**src/rtl/apb_wait_regfile_slave.sv**
```systemverilog
// APB2 completer with a byte register file, programmable access-phase wait states and PSLVERR.
// Optional macro APB_SLV_XFER_CNT_EN turns register DEPTH-1 into a read-only completed-transfer counter.
module apb_wait_regfile_slave #(
    parameter int          DEPTH       = 64,
    parameter int          WAIT_CYCLES = 2,
    parameter logic [7:0]  ID_VALUE    = 8'hA5
) (
    input  logic       PCLK,
    input  logic       PRST,
    input  logic       PSEL,
    input  logic       PENABLE,
    input  logic       PWRITE,
    input  logic [7:0] PADDR,
    input  logic [7:0] PWDATA,
    output logic [7:0] PRDATA,
    output logic       PREADY,
    output logic       PSLVERR
);

    localparam int AW = (DEPTH > 1) ? $clog2(DEPTH) : 1;

    typedef enum logic [1:0] {
        S_IDLE,
        S_WAIT,
        S_DONE
    } state_t;

    state_t     state_q;
    logic [3:0] cnt_q;
    logic [7:0] addr_q;
    logic       write_q;
    logic       err_q;
    logic [7:0] prdata_q;
    logic       pready_q;
    logic       pslverr_q;

    logic [7:0] rd_arr [DEPTH];

    logic       setup_hit;
    logic [7:0] cur_addr;
    logic       cur_write;
    logic       cur_err;
    logic [7:0] rd_data;
    logic       commit;

    // With zero wait states PREADY rises on the setup edge, so the live bus must be decoded.
    always_comb begin
        setup_hit = (state_q == S_IDLE) && PSEL && !PENABLE;
        cur_addr  = setup_hit ? PADDR  : addr_q;
        cur_write = setup_hit ? PWRITE : write_q;
        cur_err   = ({1'b0, cur_addr} >= 9'(DEPTH)) || (cur_write && (cur_addr == 8'd0));
`ifdef APB_SLV_XFER_CNT_EN
        if (cur_write && (cur_addr == 8'(DEPTH - 1))) begin
            cur_err = 1'b1;
        end
`endif
        rd_data   = cur_err ? 8'd0 : rd_arr[cur_addr[AW-1:0]];
        commit    = (state_q == S_DONE) && write_q && !err_q;
    end

    always_ff @(posedge PCLK) begin
        if (PRST) begin
            state_q   <= S_IDLE;
            cnt_q     <= 4'd0;
            addr_q    <= 8'd0;
            write_q   <= 1'b0;
            err_q     <= 1'b0;
            prdata_q  <= 8'd0;
            pready_q  <= 1'b0;
            pslverr_q <= 1'b0;
        end else begin
            case (state_q)
                S_IDLE: begin
                    if (setup_hit) begin
                        addr_q  <= PADDR;
                        write_q <= PWRITE;
                        err_q   <= cur_err;
                        cnt_q   <= 4'(WAIT_CYCLES);
                        if (WAIT_CYCLES == 0) begin
                            state_q   <= S_DONE;
                            pready_q  <= 1'b1;
                            pslverr_q <= cur_err;
                            if (!PWRITE) begin
                                prdata_q <= rd_data;
                            end
                        end else begin
                            state_q <= S_WAIT;
                        end
                    end
                end
                S_WAIT: begin
                    if (!PSEL) begin
                        state_q <= S_IDLE;
                    end else if (PENABLE) begin
                        cnt_q <= cnt_q - 4'd1;
                        if (cnt_q == 4'd1) begin
                            state_q   <= S_DONE;
                            pready_q  <= 1'b1;
                            pslverr_q <= err_q;
                            if (!write_q) begin
                                prdata_q <= rd_data;
                            end
                        end
                    end
                end
                S_DONE: begin
                    state_q   <= S_IDLE;
                    pready_q  <= 1'b0;
                    pslverr_q <= 1'b0;
                end
                default: begin
                    state_q <= S_IDLE;
                end
            endcase
        end
    end

`ifdef APB_SLV_XFER_CNT_EN
    logic [7:0] xfer_cnt_q;
    logic [7:0] xfer_cnt_d;

    // Counted on the completion edge, so a read of the counter sees the pre-transfer value.
    always_comb begin
        xfer_cnt_d = xfer_cnt_q;
        if ((state_q == S_DONE) && !err_q && (xfer_cnt_q != 8'hFF)) begin
            xfer_cnt_d = xfer_cnt_q + 8'd1;
        end
    end

    always_ff @(posedge PCLK) begin
        if (PRST) begin
            xfer_cnt_q <= 8'd0;
        end else begin
            xfer_cnt_q <= xfer_cnt_d;
        end
    end
`endif

    genvar gi;
    generate
        for (gi = 0; gi < DEPTH; gi++) begin : g_reg
            if (gi == 0) begin : g_id
                assign rd_arr[gi] = ID_VALUE;
            end
`ifdef APB_SLV_XFER_CNT_EN
            else if (gi == DEPTH - 1) begin : g_cnt
                assign rd_arr[gi] = xfer_cnt_q;
            end
`endif
            else begin : g_store
                logic [7:0] data_q;
                always_ff @(posedge PCLK) begin
                    if (PRST) begin
                        data_q <= 8'd0;
                    end else if (commit && (addr_q == 8'(gi))) begin
                        data_q <= PWDATA;
                    end
                end
                assign rd_arr[gi] = data_q;
            end
        end
    endgenerate

    assign PRDATA  = prdata_q;
    assign PREADY  = pready_q;
    assign PSLVERR = pslverr_q;

endmodule

```
**config.mk**
```make
export PLATFORM = sky130hd
export DESIGN_NAME = apb_wait_regfile_slave
export DESIGN_NICKNAME = d
export VERILOG_FILES = /design/src/rtl/apb_wait_regfile_slave.sv
export SDC_FILE = /design/constraint.sdc
export NUM_CORES = 1
export LEC_CHECK = 0
export BUFFER_PORTS_ARGS = -buffer_cell sky130_fd_sc_hd__buf_2
export CAP_MARGIN = 25
export CORE_MARGIN = 2
export CORE_UTILIZATION = 50
export CTS_CLUSTER_SIZE = 25
export DETAILED_ROUTE_END_ITERATION = 8
export PLACE_DENSITY = 0.7
export SYNTH_ARGS = -nofsm -noshare
export SYNTH_HDL_FRONTEND = slang
export SYNTH_SLANG_ARGS = --single-unit
```
**constraint.sdc**
```tcl
create_clock -name PCLK -period 3.5 [get_ports PCLK]
set_clock_uncertainty 0.05 [all_clocks]
set_input_delay 0.525 -clock PCLK [delete_from_list [all_inputs] [get_ports PCLK]]
set_output_delay 0.525 -clock PCLK [all_outputs]
set_load 0.02 [all_outputs]
```
# Word-level counts from Yosys, hierarchy flattened
# Index checks and enable logic that the tools add are counted.
dict set report totals {
  register_bits 530
  wordCells 251
  out_inout_bits 10
  inputBits 21
}
dict set report op_classes {
  muxes 23
  n_reduce_logical 80
  eq_ne 72
  bitwise_logic 2
  order_cmp 2
  addsub 1
}
# op count
set op_table {}
lappend op_table {{8-bit by 6-bit == test with 1-bit output (second input constant)} 32}
lappend op_table {{8-bit by 5-bit == test with 1-bit output (second input constant)} 16}
lappend op_table {{1-bit logical AND} 68}
lappend op_table {{8-bit by 4-bit == test with 1-bit output (second input constant)} 8}
lappend op_table {{8-bit binary-select mux with 6-bit select} 1}
lappend op_table {{8-bit by 3-bit == test with 1-bit output (second input constant)} 4}
lappend op_table {{8-bit 2-to-1 mux} 4}
lappend op_table {{8-bit by 2-bit == test with 1-bit output (second input constant)} 2}
lappend op_table {{4-bit 2-to-1 mux} 3}
lappend op_table {{8-bit by 1-bit == test with 1-bit output (second input constant)} 1}
lappend op_table {{8-bit by 7-bit greater-or-equal comparator with 1-bit output (second input constant)} 1}
lappend op_table {{8-bit logical NOT} 1}
lappend op_table {{2-bit 2-to-1 mux} 4}
lappend op_table {{2-bit != test (second input constant)} 4}
lappend op_table {{4-bit case mux with 2 select lines} 1}
lappend op_table {{4-bit AND reduction} 2}
lappend op_table {{7-bit greater-or-equal comparator (second input constant)} 1}
lappend op_table {{1-bit 2-to-1 mux} 7}
lappend op_table {{6-bit inverter with 7-bit output} 1}
lappend op_table {{3-bit != test (second input constant)} 2}
lappend op_table {{5-bit AND reduction} 1}
lappend op_table {{4-bit by 1-bit == test with 1-bit output (second input constant)} 1}
lappend op_table {{1-bit case mux with 2 select lines} 2}
lappend op_table {{2-bit case mux with 2 select lines} 1}
lappend op_table {{10 further kinds} 12}

# Logic depth before layout (Yosys ltp)
# Gate-level depths: netlist (run 1).
dict set report logic_depth {
  depth_word 9
  depth_mapped 12
  depth_no_buf 10
}

# Worst setup path after synthesis (run 1)
# No wires, ideal clock.
dict set report synth_path {
  kind {input port to flip-flop}
  from {input PENABLE}
  to {register prdata_q[6], in the netlist PRDATA[6]}
  t_arrival_ps 2606
  cell_stages 9
  setup_ps 122
  slack_ps 722
  n_path_buf 2
  required_time_ps 3328
  path_cell_list {nor4b_4 mux2i_1 buf_2 buf_2 o21ai_1 a2111oi_0 nor3_1 o31ai_1 a21oi_1}
}
dict set report synth_between {
  elab_chain_cells 8
  word_cells_on_any_way 14
  classes_between {order compare: 1; mux: 6; bitwise: 1; reduce/logical: 6}
}
# item line_no
set synth_rtl {}
lappend synth_rtl {{from (decl)} 11} ;# input logic PENABLE,
lappend synth_rtl {{1-bit logical NOT} 48} ;# setup_hit = (state_q == S_IDLE) && PSEL && !PENABLE;
lappend synth_rtl {{1-bit logical AND} 48}
lappend synth_rtl {{8-bit 2-to-1 mux} -}
lappend synth_rtl {{6-bit inverter with 7-bit output (implied by the code)} 57} ;# rd_data = cur_err ? 8'd0 : rd_arr[cur_addr[AW-1:0]];
lappend synth_rtl {{8-bit binary-select mux with 6-bit select} 57}
lappend synth_rtl {{8-bit 2-to-1 mux (implied by the code) (2 in series)} 57}
lappend synth_rtl {{8-bit 2-to-1 mux} 57}
lappend synth_rtl {{to (signal assigned)} 84} ;# prdata_q <= rd_data;
lappend synth_rtl {{to (signal assigned)} 101} ;# prdata_q <= rd_data;
lappend synth_rtl {{to (decl)} 33} ;# logic [7:0] prdata_q;
# Parallel ways exist; a longest one is shown, timed or not. The select of a mux whose other input is x is not followed.
# A chain may end at the register's enable or synchronous reset.

# Worst setup path after layout (run 1)
dict set report layout_path {
  from {register state_q[0]}
  to {register prdata_q[5], in the netlist PRDATA[5]}
}
dict set report layout_between {
  elab_chain_cells 9
  word_cells_on_any_way 16
  classes_between {order compare: 1; eq/ne: 1; mux: 6; bitwise: 1; reduce/logical: 7}
}
# item line_no
set layout_rtl {}
lappend layout_rtl {{from (decl)} 28} ;# state_t state_q;
lappend layout_rtl {{from (signal assigned)} 63} ;# state_q <= S_IDLE;
lappend layout_rtl {{from (signal assigned)} 80} ;# state_q <= S_DONE;
lappend layout_rtl {{from (signal assigned)} 87} ;# state_q <= S_WAIT;
lappend layout_rtl {{2-bit logical NOT} 48}
lappend layout_rtl {{1-bit logical AND (2 in series)} 48}
lappend layout_rtl {{8-bit 2-to-1 mux} -}
lappend layout_rtl {{6-bit inverter with 7-bit output (implied by the code)} 57}
lappend layout_rtl {{8-bit binary-select mux with 6-bit select} 57}
lappend layout_rtl {{8-bit 2-to-1 mux (implied by the code) (2 in series)} 57}
lappend layout_rtl {{8-bit 2-to-1 mux} 57}
# Parallel ways exist; a longest one is shown, timed or not. The select of a mux whose other input is x is not followed.

==> run_results.csv, run 1 <==
group,metric,value,unit
detailed_routing,vias_per_cell,6.26,
detailed_routing,drt_iter0_drc,3046,
detailed_routing,drc,0,
synthesis,synth-seq-area-share,44.2,%
worst_setup_path,r2r_start,"state_q[0]",
detailed_routing,wl,82600,um
cts,cts_buffers,55,
worst_setup_path,rr_endpoint,"PRDATA[5]",
global_route,grt_start_max_net_pins,131,
global_route,overflow,0,
floorplanning,core,47500,um^2
finish,fill_cells,4210,
detailed_routing,wl_per_cell,22.7,um
global_route,grt_antenna_before_repair,0,
global_route,first_global_vias,21000,
floorplanning,rows,80,
cts,cts_tree,"done",
finish,final_cell_mix,"nand2_1, dfxtp_1, a21oi_1, nand3_1, mux2i_1",
timing,finalMaxSlewViolations,0,
floorplanning,die_w,223,um
worst_setup_path,r2r_slack,0.1,ns
worst_setup_path,start_kind,"register",
timing,fmaxAchievable,294,MHz
worst_setup_path,required,4.02,ns
cts,cts_buffer_depth,3,
placed_design,port-buffer-count,30,
placed_design,gp_congestion,0.977,
floorplanning,die_h,223,um
pwr,power,0.0132,W
finish,fin_util,57.1,%
pwr,power.density,485,nW/um^2
global_route,grt_pass1_wl,126000,um
cts,root_buffer,"clkbuf_16",
cts,clock-sinks,530,
synthesis,synth_seq_cells,530,
cts,htree_num_levels,2,
synthesis,synth_top_area_share,44.2,%
timing,worst-slew-pin-transition,0.989,ns
floorplanning,io_pins,31,
worst_setup_path,critPathKind,"reg -> reg",
finish,layout_commonest_cell,"nand2_1",
synthesis,synth-edff-count,0,
synthesis,yosys_warnings,0,
pwr,power_leakage,8.79,nW
cts,cts_hold_buf,0,
synthesis,synth_area_leaders,"dfxtp_1, mux2i_1, nand2_1",
detailed_routing,drtPass1Iterations,7,
timing,fin_crit_sh,97.2,%
synthesis,synth.distinct_cells,65,
flow_run,maxCapViolCount,0,
hold_path,hold_path.class,"in -> reg",
timing,fin_crit,3.40,ns
hold_path,min_to,"write_q",
hold_path,min_path_cells,3,
finish,drive_gt1_share,10.4,%
floorplanning,fp.dieArea,49800,um^2
cts,insertion_delay,0.62,ns
synthesis,synthCells,3037,
cts,clk_pin_slew,0.06,ns
placed_design,hpwl,52700,um
timing,setup_violations,0,
worst_setup_path,critPathCaptureType,"register",
synthesis,synth_top_cell_by_area,"dfxtp_1",
pwr,vdd_drop_max,325,uV
timing,finalHoldViolCount,0,
worst_setup_path,crit_fanout,28,
synthesis,synthFlopType,"dfxtp_1",
global_route,grt_use_total,32.4,%
worst_setup_path,worstPathArrival,3.92,ns
finish,layout.nets,3009,
synthesis,synth_area_per_cell,7.90,um^2
floorplanning,start_util,50.5,%
timing,slew_headroom,34.1,%
synthesis,async_flop_share,0,%
detailed_routing,num_vias,22800,
detailed_routing,detail-route-antenna-nets,0,
finish,area_growth,13.1,%
hold_path,worstHoldStart,"PWRITE",
synthesis,netlist_area,24000,um^2
run_status,status,"complete, no violations",
synthesis,synth_fp_nets,3060,
worst_setup_path,worst-r2r-cell-count,11,
timing,rsz0062_at_grt,"false",
[worst max-delay path by stage]
stage | from | endpoint | depth (start not counted)
2_1_floorplan | PENABLE | PRDATA[6] | 9
3_3_place_gp | PENABLE | PRDATA[5] | 12
3_5_place_dp | PENABLE | PRDATA[6] | 14
4_1_cts | state_q[0] | PRDATA[6] | 13
5_1_grt | state_q[0] | PRDATA[0] | 10
6_report | state_q[0] | PRDATA[5] | 11
[critical path, stage by stage (launching register included)]
cell     delay, ns
dfxtp_1       0.39
nor4b_4       0.34
buf_12        0.22
mux2i_4       0.32
buf_12        0.27
nand2_1       0.20
buf_12        0.22
a21oi_1       0.26
nor4_1        0.13
nor4_1        0.63
o21a_1        0.20
a22o_1        0.12
[cell type report]
| class | instances | area [um^2] | share of cell area (%) |
|---|---|---|---|
| Tap cell | 615 | 769 | 2.84 |
| Multi-Input combinational cell | 2228 | 12300 | 45.4 |
| Timing Repair Buffer | 160 | 1550 | 5.71 |
| Clock buffer | 87 | 1680 | 6.19 |
| Clock inverter | 11 | 158 | 0.581 |
| Antenna cell | 1 | 2.50 | 0.00922 |
| Sequential cell | 530 | 10600 | 39.1 |
| Inverter | 11 | 41.3 | 0.152 |
[flip-flops by register name, indices dropped and copies added (netlist names)]
register and cells:
PREADY 1, err_q 1, PRDATA 8, addr_q 8, cnt_q 4, write_q 1
g.g_store.data_q 504, state_q 2, PSLVERR 1
[cells in the mapped netlist (3+ instances only)]
cell,n
buf_6,6
o22ai_1,25
o21ai_0,16
nand3b_1,5
mux2_2,5
inv_1,11
mux2i_1,282
a211oi_1,5
nand2_1,655
o32ai_1,4
nor2_1,235
a311oi_1,6
buf_2,46
clkbuf_1,184
o221ai_1,10
nand2b_1,5
nor3_1,19
o211ai_1,5
xor2_1,3
or2_2,5
dfxtp_1,530
buf_4,8
buf_1,24
and3_1,5
mux4_2,13
nand4_1,4
nor4_1,35
nor3b_1,3
a2111oi_0,6
nand3_1,344
or4_1,4
nor2_2,24
a31oi_1,14
o21ai_1,5
o41ai_1,3
a21oi_1,445
[power by group]
group / internal, W / total [W] / leakage, nW / switching (W)
sequential: 0.00604 / 0.00606 / 4.27 / 0.0000198
clock: 0.00356 / 0.00602 / 0.902 / 0.00246
combinational: 0.000295 / 0.00110 / 3.62 / 0.000800
[metal layers]
layer / vias up / track usage, % / wire length, um
met1: 10800 / 45.6 / 34300
met5: - / 0 / 0
met2: 1398 / 48.1 / 35400
met3: 208 / 7.22 / 9530
li1: 10400 / - / -
met4: 0 / 13.5 / 3350
[cells by family (layout without fill, tap and decap cells)]
group / after synthesis / in the layout / share of synthesized area (%)
adder cells (fa/ha/maj): 2 / 2 / 0.104
multiplexers: 302 / 302 / 13.3
AO/OA/AOI/OAI: 564 / 564 / 12.9
AND/OR/NAND/NOR: 1356 / 1356 / 24.4
other: 0 / 1 / 0
buffers and inverters: 279 / 269 / 4.91
flip-flops: 530 / 530 / 44.2
XOR/XNOR: 4 / 4 / 0.146
[through the flow]
stage               worst slack, ns  TNS (ns)  instances  area (um^2)  hold WS [ns]
global placement             0.0273         0       3544        25300         0.390
CTS                           0.183         0       3642        27100         0.117
detailed placement          -0.0152   -0.0152       3544        25300         0.397
finish                       0.0989         0       3643        27100         0.128
floorplan                     0.722         0       3037        24000         0.383
global route                 0.0832         0       3642        27100         0.120
[timing repair]
action	CTS	global route
endpoints found under the setup margin	0	1
gates resized for setup	0	1
setup buffers	0	0
(Power assumes the default switching activity.)
==> run 2, diff against run 1 <==
CTS_BUF_LIST = sky130_fd_sc_hd__clkbuf_4   (was not set)
==> run_results.csv, run 2 (synthesized netlist as in run 1, its figures left out) <==
group,metric,value,unit
timing,rsz0062_at_grt,"false",
floorplanning,io_pins,31,
global_route,first_global_vias,21900,
hold_path,hold_path.class,"in -> reg",
worst_setup_path,cp_slowest_cell,"nor4_1",
floorplanning,rows,80,
finish,layout.nets,3108,
finish,max_flop_register,"g.g_store.data_q",
finish,fin_area,27200,um^2
cts,clk_pin_slew,0.08,ns
finish,drive_gt1_share,14.5,%
detailed_routing,drc,0,
pwr,power_leakage,9.01,nW
finish,largest_reg_flops,504,
timing,slew_headroom,31.3,%
worst_setup_path,worstPathArrival,4.15,ns
detailed_routing,wl_per_cell,22.0,um
worst_setup_path,crit_chain,"nor4b_4 > buf_12 > mux2i_4 > buf_12 > buf_4 > mux2i_1 > o22ai_1 > nor4_1 > a21oi_1 > o22ai_1 > o21ai_1",
worst_setup_path,worst-r2r-cell-count,11,
worst_setup_path,critPathKind,"reg -> reg",
hold_path,worstHoldStart,"PWDATA[1]",
run_status,status,"complete, no violations",
detailed_routing,wl,83600,um
finish,final_cell_mix,"nand2_1, dfxtp_1, a21oi_1, nand3_1, mux2i_1",
finish,area_growth,13.2,%
flow_run,maxCapViolCount,0,
hold_path,min_path_cells,3,
global_route,grt_use_total,33.1,%
timing,worst-slew-pin-transition,1.03,ns
placed_design,dpl_cell_area,25300,um^2
timing,setup_violations,0,
worst_setup_path,critPathBufInv,3,
floorplanning,core,47500,um^2
timing,finalMaxSlewViolations,0,
floorplanning,die_w,223,um
pwr,vdd_drop_max,257,uV
global_route,grt_start_max_net_pins,131,
worst_setup_path,required,4.30,ns
timing,fin_crit,3.35,ns
timing,worst_slack,0.151,ns
finish,fill_cells,4295,
detailed_routing,vias_per_cell,6.16,
cts,cts_buffer_depth,3,
floorplanning,fp.dieArea,49800,um^2
floorplanning,start_util,50.5,%
global_route,overflow,0,
hold_path,min_to,"g_reg[50].g_store.data_q[1]",
placed_design,gp_congestion,0.977,
worst_setup_path,r2r_slack,0.15,ns
placed_design,place_ws,-0.0152,ns
detailed_routing,drt_iter0_drc,2970,
worst_setup_path,r2r_start,"state_q[0]",
floorplanning,die_h,223,um
cts,post_cts_buffers,0,
timing,timing.hold.ws,0.124,ns
timing,finalHoldViolCount,0,
timing,fin_crit_sh,95.7,%
worst_setup_path,crit_fanout,28,
cts,clock-sinks,530,
finish,fin_util,57.2,%
cts,insertion_delay,0.99,ns
global_route,grt_antenna_before_repair,3,
worst_setup_path,critPathCaptureType,"register",
finish,layout_commonest_cell,"nand2_1",
worst_setup_path,slowest_delay,0.46,ns
cts,htree_num_levels,4,
worst_setup_path,crit_family,"simple AND/OR/NAND/NOR gates",
worst_setup_path,start_kind,"register",
cts,cts_tree,"done",
detailed_routing,drtPass1Iterations,6,
placed_design,hpwl,52700,um
cts,root_buffer,"clkbuf_4",
detailed_routing,detail-route-antenna-nets,0,
finish,multi_input_area,12300,um^2
timing,fmaxAchievable,299,MHz
detailed_routing,num_vias,23500,
cts,cts_buffers,144,
placed_design,port-buffer-count,30,
global_route,grt_pass1_wl,127000,um
pwr,power.density,464,nW/um^2
worst_setup_path,rr_endpoint,"PRDATA[4]",
finish,regArea,10600,um^2
[run 2: final cells by class]
| type | instances | share of cell area, % |
|---|---|---|
| sequential | 530 | 39.0 |
| inverter | 11 | 0.152 |
| clock buffer | 217 | 5.99 |
| antenna | 2 | 0.0184 |
| clock inverter | 37 | 0.539 |
| timing repair buffer | 170 | 6.07 |
| multi-input combinational | 2228 | 45.4 |
| tap | 615 | 2.83 |
[run 2: repair_timing]
action / CTS / global route
setup endpoints to repair: 0 / 1
hold endpoints to repair: 71 / 0
resized for setup: 0 / 1
hold buffers: 10 / 0
[run 2: per-stage QoR]
stage	TNS (ns)	instances	total power [W]
6_report	0	3810	0.0126
4_1_cts	0	3808	0.0126
2_1_floorplan	0	3037	0.00680
3_3_place_gp	0	3544	0.00723
3_5_place_dp	-0.0152	3544	0.00724
5_1_grt	0	3810	0.0130
[run 2: report_power, final]
group | internal (W) | leakage (nW) | switching (W)
Clock | 0.00282 | 1.08 | 0.00262
Sequential | 0.00604 | 4.27 | 0.0000199
Combinational | 0.000302 | 3.66 | 0.000802
[run 2: how the worst max path moves through the flow]
stage                     from  cells after the start  slack (ns)   endpoint
global route        state_q[0]                     13        0.10  PRDATA[6]
floorplan              PENABLE                      9        0.72  PRDATA[6]
global placement       PENABLE                     12        0.03  PRDATA[5]
detailed placement     PENABLE                     14       -0.02  PRDATA[6]
finish              state_q[0]                     11        0.15  PRDATA[4]
CTS                 state_q[0]                     13        0.19  PRDATA[6]
[run 2: layer usage]
metal / routed length [um] / up-vias / GRT usage [%]
li1: - / 10700 / -
met1: 34100 / 11100 / 44.5
met2: 35900 / 1474 / 48.5
met3: 9990 / 224 / 9.92
met4: 3630 / 2 / 15.7
met5: 13 / - / 0
[run 2: worst min-delay path, delay by kind of cell]
kind | cells | cell delay (ns)
simple gates | 1 | 0.16
compound gates | 1 | 0.06
buf+inv | 1 | 0.35
